===== src/rtl/find_corners.sv =====
// find_corners: scans outward from a card centre in a thresholded frame
// buffer (single-port RAM, 1-cycle read latency) and reports the card's
// right, left, top and bottom edges along the centre row/column.
//
// state      | meaning
// -----------+---------------------------------------------------------
// IDLE       | waiting for find_corners_flag
// SCAN_RIGHT | probing centre row, x increasing
// SCAN_LEFT  | probing centre row, x decreasing
// SCAN_UP    | probing centre column, y decreasing
// SCAN_DOWN  | probing centre column, y increasing
// DONE       | data_valid_out high for one cycle
//
// Each scan state alternates ISSUE (r_check=0, address on addr_out) and
// CHECK (r_check=1, RAM data valid on pixel_data_in).
module find_corners #(
    parameter int HEIGHT = 320,
    parameter int WIDTH  = 240
) (
    input  logic        clk_in,
    input  logic        rst_in,
    input  logic        find_corners_flag,
    input  logic [7:0]  x_center,
    input  logic [8:0]  y_center,
    input  logic [15:0] pixel_data_in,
    output logic [16:0] addr_out,
    output logic        data_valid_out,
    output logic [7:0]  right_edge,
    output logic [7:0]  left_edge,
    output logic [8:0]  top_edge,
    output logic [8:0]  bot_edge
);

    typedef enum logic [2:0] {
        IDLE,
        SCAN_RIGHT,
        SCAN_LEFT,
        SCAN_UP,
        SCAN_DOWN,
        DONE
    } state_t;

    state_t      r_state;
    logic        r_check;
    logic [7:0]  r_x;
    logic [8:0]  r_y;
    logic [7:0]  r_xc;
    logic [8:0]  r_yc;
    logic [16:0] r_center;
    logic [16:0] r_addr;
    logic        r_valid;
    logic [7:0]  r_right;
    logic [7:0]  r_left;
    logic [8:0]  r_top;
    logic [8:0]  r_bot;

    logic        w_card;
    logic [7:0]  w_xc;
    logic [8:0]  w_yc;
    logic [16:0] w_center;

    // Clamp the requested centre into the frame so no address can leave it.
    always_comb begin
        w_xc     = (x_center >= 8'(WIDTH))  ? 8'(WIDTH - 1)  : x_center;
        w_yc     = (y_center >= 9'(HEIGHT)) ? 9'(HEIGHT - 1) : y_center;
        w_center = 17'(w_yc) * 17'(WIDTH) + 17'(w_xc);
        w_card   = (pixel_data_in != 16'h0000);
    end

    // Scan sequencer; consecutive probes step the address by +-1 or +-WIDTH
    // so only the centre address needs a multiply.
    always_ff @(posedge clk_in) begin
        if (rst_in) begin
            r_state  <= IDLE;
            r_check  <= 1'b0;
            r_x      <= '0;
            r_y      <= '0;
            r_xc     <= '0;
            r_yc     <= '0;
            r_center <= '0;
            r_addr   <= '0;
            r_valid  <= 1'b0;
            r_right  <= '0;
            r_left   <= '0;
            r_top    <= '0;
            r_bot    <= '0;
        end else begin
            r_valid <= 1'b0;
            case (r_state)
                IDLE: begin
                    if (find_corners_flag) begin
                        r_xc     <= w_xc;
                        r_yc     <= w_yc;
                        r_x      <= w_xc;
                        r_y      <= w_yc;
                        r_center <= w_center;
                        r_addr   <= w_center;
                        r_right  <= w_xc;
                        r_check  <= 1'b0;
                        r_state  <= SCAN_RIGHT;
                    end
                end
                SCAN_RIGHT: begin
                    if (!r_check) begin
                        r_check <= 1'b1;
                    end else if (w_card && r_x != 8'(WIDTH - 1)) begin
                        r_right <= r_x;
                        r_x     <= r_x + 8'd1;
                        r_addr  <= r_addr + 17'd1;
                        r_check <= 1'b0;
                    end else begin
                        if (w_card) r_right <= r_x;
                        r_x     <= r_xc;
                        r_addr  <= r_center;
                        r_left  <= r_xc;
                        r_check <= 1'b0;
                        r_state <= SCAN_LEFT;
                    end
                end
                SCAN_LEFT: begin
                    if (!r_check) begin
                        r_check <= 1'b1;
                    end else if (w_card && r_x != 8'd0) begin
                        r_left  <= r_x;
                        r_x     <= r_x - 8'd1;
                        r_addr  <= r_addr - 17'd1;
                        r_check <= 1'b0;
                    end else begin
                        if (w_card) r_left <= r_x;
                        r_x     <= r_xc;
                        r_y     <= r_yc;
                        r_addr  <= r_center;
                        r_top   <= r_yc;
                        r_check <= 1'b0;
                        r_state <= SCAN_UP;
                    end
                end
                SCAN_UP: begin
                    if (!r_check) begin
                        r_check <= 1'b1;
                    end else if (w_card && r_y != 9'd0) begin
                        r_top   <= r_y;
                        r_y     <= r_y - 9'd1;
                        r_addr  <= r_addr - 17'(WIDTH);
                        r_check <= 1'b0;
                    end else begin
                        if (w_card) r_top <= r_y;
                        r_y     <= r_yc;
                        r_addr  <= r_center;
                        r_bot   <= r_yc;
                        r_check <= 1'b0;
                        r_state <= SCAN_DOWN;
                    end
                end
                SCAN_DOWN: begin
                    if (!r_check) begin
                        r_check <= 1'b1;
                    end else if (w_card && r_y != 9'(HEIGHT - 1)) begin
                        r_bot   <= r_y;
                        r_y     <= r_y + 9'd1;
                        r_addr  <= r_addr + 17'(WIDTH);
                        r_check <= 1'b0;
                    end else begin
                        if (w_card) r_bot <= r_y;
                        r_check <= 1'b0;
                        r_valid <= 1'b1;
                        r_state <= DONE;
                    end
                end
                DONE: begin
                    r_state <= IDLE;
                end
                default: begin
                    r_state <= IDLE;
                    r_check <= 1'b0;
                end
            endcase
        end
    end

    assign addr_out       = r_addr;
    assign data_valid_out = r_valid;
    assign right_edge     = r_right;
    assign left_edge      = r_left;
    assign top_edge       = r_top;
    assign bot_edge       = r_bot;

endmodule


===== config.mk =====
export PLATFORM = sky130hd
export DESIGN_NAME = find_corners
export DESIGN_NICKNAME = d
export VERILOG_FILES = /design/src/rtl/find_corners.sv
export SDC_FILE = /design/constraint.sdc
export NUM_CORES = 1
export LEC_CHECK = 0
export ABC_AREA = 1
export CAP_MARGIN = 15
export CORE_MARGIN = 2
export CORE_UTILIZATION = 45
export CTS_CLUSTER_DIAMETER = 200
export DETAILED_ROUTE_END_ITERATION = 12
export PLACE_DENSITY = 0.67
export SLEW_MARGIN = 30
export SYNTH_ARGS = -nofsm -noshare
export SYNTH_HDL_FRONTEND = slang
export SYNTH_SLANG_ARGS = --single-unit

===== constraint.sdc =====
create_clock -name clk_in -period 7.92 [get_ports clk_in]
set_clock_uncertainty 0.15 [all_clocks]
set_input_delay 1.584 -clock clk_in [delete_from_list [all_inputs] [get_ports clk_in]]
set_output_delay 1.584 -clock clk_in [all_outputs]
set_load 0.05 [all_outputs]

## Word level (Yosys, flattened, before mapping)

Index checks and enable logic that the tools add are counted.

- Equal/unequal tests: 21
- $lt $le $gt $ge: 2
- Muxes and demuxes: 58
- Reductions and logical operators: 27
- Multiply operators: 1
- Add/subtract/negate cells: 9
- Bitwise logic cells: 3

Operator list:

| kind | number |
|---|---|
| 17-bit 2-to-1 mux | 9 |
| 9-bit 2-to-1 mux | 15 |
| 8-bit 2-to-1 mux | 13 |
| 17-bit case mux with 5 select lines | 1 |
| 9-bit case mux with 2 select lines | 2 |
| 9-bit case mux with 4 select lines | 1 |
| 8-bit case mux with 2 select lines | 2 |
| 3-bit 2-to-1 mux | 9 |
| 8-bit case mux with 3 select lines | 1 |
| 2-bit != test (second input constant) | 10 |
| 17-bit by 1-bit adder with 17-bit output (second input constant) | 1 |
| 17-bit by 8-bit adder with 17-bit output | 1 |
| 17-bit by 8-bit adder with 17-bit output (second input constant) | 1 |
| 17-bit by 1-bit subtractor with 17-bit output (second input constant) | 1 |
| 17-bit by 8-bit subtractor with 17-bit output (second input constant) | 1 |
| 16-bit nonzero test | 1 |
| 3-bit case mux with 5 select lines | 1 |
| 5-bit AND reduction | 3 |
| 7-bit AND reduction | 2 |
| 9-bit by 4-bit multiplier with 13-bit output (second input constant) | 1 |
| 3-bit != test (second input constant) | 4 |
| 9-bit by 1-bit adder with 9-bit output (second input constant) | 1 |
| 9-bit greater-or-equal comparator (second input constant) | 1 |
| 9-bit != test (second input constant) | 1 |
| other kinds (24) | 38 |

- Logic and storage cells: 134
- Output and inout port bits: 52
- Register bits after elaboration: 107

## Longest topological paths before layout

- Depth in word-level cells: 6
- Gate-level depth with buffers: 25
- Mapped depth without buffers: 25

## Least setup slack after synthesis

Ideal clock, no wire load.

- Path kind: input -> register
- Start point: input y_center[6]
- End point: register r_center[16]
- Path slack: 2694 ps
- Data required time: 7655 ps
- Arrival time: 4961 ps
- Buffers on the path: 0
- Stages: 21
- Cells stage by stage: o21ai_0 > inv_1 > nor2_1 > fa_1 > fa_1 > inv_1 > fa_1 > ha_1 > nand2_1 > inv_1 > a21oi_1 > nor2_2 > nand2_1 > nor2_2 > nand3_2 > nor2_2 > nand2_1 > nand2_1 > nand3_1 > o211ai_1 > inv_2

- Longest elaborated chain between the ends: 4

RTL lines:

| item | RTL line | text |
|---|---|---|
| start, declared | 24 | `input logic [8:0] y_center,` |
| 9-bit greater-or-equal comparator | 65 | `w_yc = (y_center >= 9'(HEIGHT)) ? 9'(HEIGHT - 1) : y_center;` |
| 9-bit 2-to-1 mux (*) | 65 |  |
| 9-bit by 4-bit multiplier with 13-bit output (*) | 66 | `w_center = 17'(w_yc) * 17'(WIDTH) + 17'(w_xc);` |
| 17-bit by 8-bit adder with 17-bit output (*) | 66 |  |
| end signal, assigned | 96 | `r_center <= w_center;` |
| end, declared | 49 | `logic [16:0] r_center;` |

Every way passes the cells marked *; elsewhere a longest branch is shown, timed or not.
A chain may end at the register's enable or synchronous reset.

## Worst setup path after layout

- Start point: input y_center[8]
- End point: register r_addr[16], in the netlist addr_out[16]

- Longest elaborated chain between the ends: 6

RTL lines:

| item | RTL line | text |
|---|---|---|
| 9-bit greater-or-equal comparator | 65 |  |
| 9-bit 2-to-1 mux (*) | 65 |  |
| 9-bit by 4-bit multiplier with 13-bit output (*) | 66 |  |
| 17-bit by 8-bit adder with 17-bit output (*) | 66 |  |
| 17-bit 2-to-1 mux (*) | 91 | `if (find_corners_flag) begin` |
| 17-bit case mux with 5 select lines (*) | 89 | `case (r_state)` |
| end signal, assigned | 97 | `r_addr <= w_center;` |
| end signal, assigned | 109 | `r_addr <= r_addr + 17'd1;` |
| end signal, assigned | 114 | `r_addr <= r_center;` |
| end, declared | 50 | `logic [16:0] r_addr;` |

Every way passes the cells marked *; elsewhere a longest branch is shown, timed or not. The select of a mux whose other input is x is not followed.

==> run metrics <==
Setup Viol. Count Final 0; ys flop type dfxtp_1; Crit path arrival time 5.82 ns; Core Area 18710 um2; routed len/inst 16.48 um; CTS tree yes; largest net degree at the start of global routing 77; YS warnings 0; Slew HR 44.58%; Worst-Margin Slew approximately 0.83 ns; Crit Path Class in2reg; Final TNS setup 0 ns; Setup Fix Bufs, Post-CTS 0; Routed Antenna Nets 0; Initial Utilization between 40% and 50%; nets@finish 1522; clock latency on the worst-skew pair roughly 0.36 ns; 1st-iter DRT viols 925; register area share after synthesis 24.00%; sw frac 55.92%; DIE HEIGHT ~140 um; first-pass GRT wire length roughly 44000 um; maximum clock insertion buffer count 2; Pleak 4.271 nW; detailed-route via count 9449; share of cells above drive strength 1 5.789%; Synth top area share between 20 and 25%; Syn Nets 1482; CTS Sinks 103; CP required 8.00 ns; sequential share of power 23.7%; Design Power 3.834 mW; Post-synth top cells nand2_1, inv_1, nor2_1, o21ai_0, a21oi_1; Num CTS Buffers 9; maximum VDD drop 164.7 uV; drt pass-1 iters 7; io pins 88; Crit Path Max Fanout 6; synthesized area per cell ~6 um2; Ant. Diodes 0; Die Area roughly 20000 um2; area leader, netlist dfxtp_1; Synth-to-Final Area Change 13.60%; Placed Area around 9500 um2; Synth Register Bits 103; vias in the first global route approximately 8300; Net Sw Power 2.144 mW; worst min-delay path class reg2reg; Finished Cell Area 9759 um2; Post-CTS Hold Fix Bufs 0; Die Wd 142.2 um; Async S/R FF share, synth 0%; Combinational Power Share 65.3%; row cnt 50; fin crit share 72.51%; Yosys cell types 53; status finished, final reports clean; GR Overflow Total 0; wirelength, routed approximately 28000 um; synth top area cells dfxtp_1, nand2_1, o21ai_0, inv_1, a21oi_1; Int Pwr 1.690 mW; Final Max Slew Viols 0; EDFF count, synth 0; Final GP Congestion between 0.9 and 1; Worst setup EP type register; initial antenna violation count 0; top-count cell post-synth nand2_1; H-tree Lvls 3; Clk pwr share 11.0%; RSZ-0062 raised after global routing no; port buffer count a little under 90; Max Clk Rate 0.1741 GHz; GRT Total Usage 27.16%; # DRC 0; post-cts gate resize count 0; Hold WS 0.2955 ns; mean number of vias per cell 5.608; clock-pin slew of the registers on the worst-case setup and hold paths 0.07 ns; maxcap violations 0; CTS root buffer clkbuf_16; Synth Instances 1407; CP startpoint kind input port; Post-DP HPWL between 20000 and 25000 um; PD cells 392.9 nW/um2; Period minus WS final 5.743 ns; Hold Violations, Final 0; cell area after synthesis around 8600 um2
## per-layer routing
layer | wire (um) | GRT usage [%]
met4 | 459 | 6.947
met2 | 12490 | 43.71
met1 | 12940 | 38.17
met5 | 0 | 0
met3 | 1885 | 3.970
## power by group through the flow
stage	combinational (mW)	clock, mW	sequential [mW]
after global placement	2.44	0	0.912
final	2.50	0.420	0.910
after detailed placement	2.45	0	0.914
after floorplan	1.67	0	1.07
after global routing	2.76	0.449	0.933
after CTS	2.47	0.428	0.903
## cells by family after synthesis
| logic type | Yosys count | share of synthesized area, % |
|---|---|---|
| compound gates | 333 | 21.60 |
| xor+xnor | 36 | 3.758 |
| fa+ha+maj | 39 | 6.554 |
| buf+inv | 242 | 11.36 |
| flops | 103 | 24.00 |
| simple gates | 654 | 32.73 |
## layout by cell type, fill, tap and decap left out, types with 2 or more instances in the layout
| cell | synthesis | final |
|---|---|---|
| dfxtp_1 | 103 | 103 |
| clkbuf_16 | 0 | 9 |
| nor3_1 | 13 | 13 |
| a211oi_1 | 2 | 2 |
| clkinvlp_4 | 0 | 2 |
| nor3_2 | 2 | 2 |
| clkbuf_1 | 31 | 2 |
| o211ai_1 | 21 | 21 |
| nand2_4 | 3 | 3 |
| nand2_1 | 348 | 348 |
| o22ai_1 | 4 | 4 |
| or2_2 | 6 | 6 |
| a21oi_2 | 3 | 3 |
| xor2_1 | 33 | 33 |
| fa_1 | 10 | 10 |
| nand2_2 | 5 | 5 |
| inv_2 | 24 | 24 |
| xnor2_1 | 2 | 2 |
| nor2_1 | 140 | 139 |
| o21bai_1 | 6 | 6 |
| buf_4 | 7 | 4 |
| nand3_2 | 3 | 3 |
| o21ai_0 | 133 | 133 |
| a41oi_1 | 2 | 2 |
| inv_1 | 155 | 154 |
| o21a_1 | 4 | 4 |
| nand3_1 | 100 | 100 |
| nor2_2 | 12 | 13 |
| a31oi_1 | 24 | 24 |
| a21oi_1 | 109 | 109 |
| o221ai_1 | 3 | 3 |
| ha_1 | 29 | 29 |
| clkinv_1 | 1 | 2 |
| nand4_1 | 14 | 14 |
| o21ai_1 | 11 | 11 |
| clkdlybuf4s50_1 | 0 | 87 |
| o2111ai_1 | 4 | 3 |
| nand3_4 | 2 | 2 |
## worst max-delay path: stages
cell and delay, ns:
clkdlybuf4s50_1 0.51, o21ai_0 0.12, inv_1 0.12, nor2_1 0.34
fa_1 0.51, fa_1 0.55, inv_1 0.07, fa_1 0.48
ha_1 0.34, nand2_1 0.08, inv_1 0.05, a21oi_1 0.10
nor2_2 0.11, nand2_1 0.07, nor2_2 0.14, nand3_2 0.13
nor2_2 0.14, nand2_1 0.06, nand2_1 0.07, nand3_1 0.09
nand2_1 0.10, a21oi_2 0.05
## registers in the layout, indices dropped and copies added (netlist names), 9 cells and up
signal / flops
addr_out: 17
r_y: 9
top_edge: 9
r_yc: 9
r_center: 13
bot_edge: 9
## metrics by stage
stage	worst slack, ns	std cells	util (%)
after floorplan	2.694	1407	-
final	2.177	1685	52.17
after global placement	1.985	1670	50.72
after CTS	2.212	1685	52.14
after detailed placement	1.841	1670	50.72
after global routing	1.901	1685	52.17
## path summary, 6_finish.rpt
kind,slack [ns],end,cells after the start,startpoint
setup / recovery,2.18,addr_out[16]$_SDFFE_PP0P_,22,y_center[8]
hold / removal,0.30,right_edge[2]$_SDFFE_PP0P_,2,right_edge[2]$_SDFFE_PP0P_
hold reg to reg,0.30,right_edge[2]$_SDFFE_PP0P_,2,right_edge[2]$_SDFFE_PP0P_
setup reg to reg,4.57,r_y[2]$_SDFFE_PP0P_,13,r_x[0]$_SDFFE_PP0P_
## layout make-up
type	count	area, um2
Inverter	180	675.6
Multi-Input combinational cell	1062	5562
Clock buffer	12	246.5
Fill cell	1941	8946
Tap cell	234	292.8
Clock inverter	3	20.02
Sequential cell	103	2062
Timing Repair Buffer	91	900.9
Note: power is estimated with default switching activity, not from simulation.
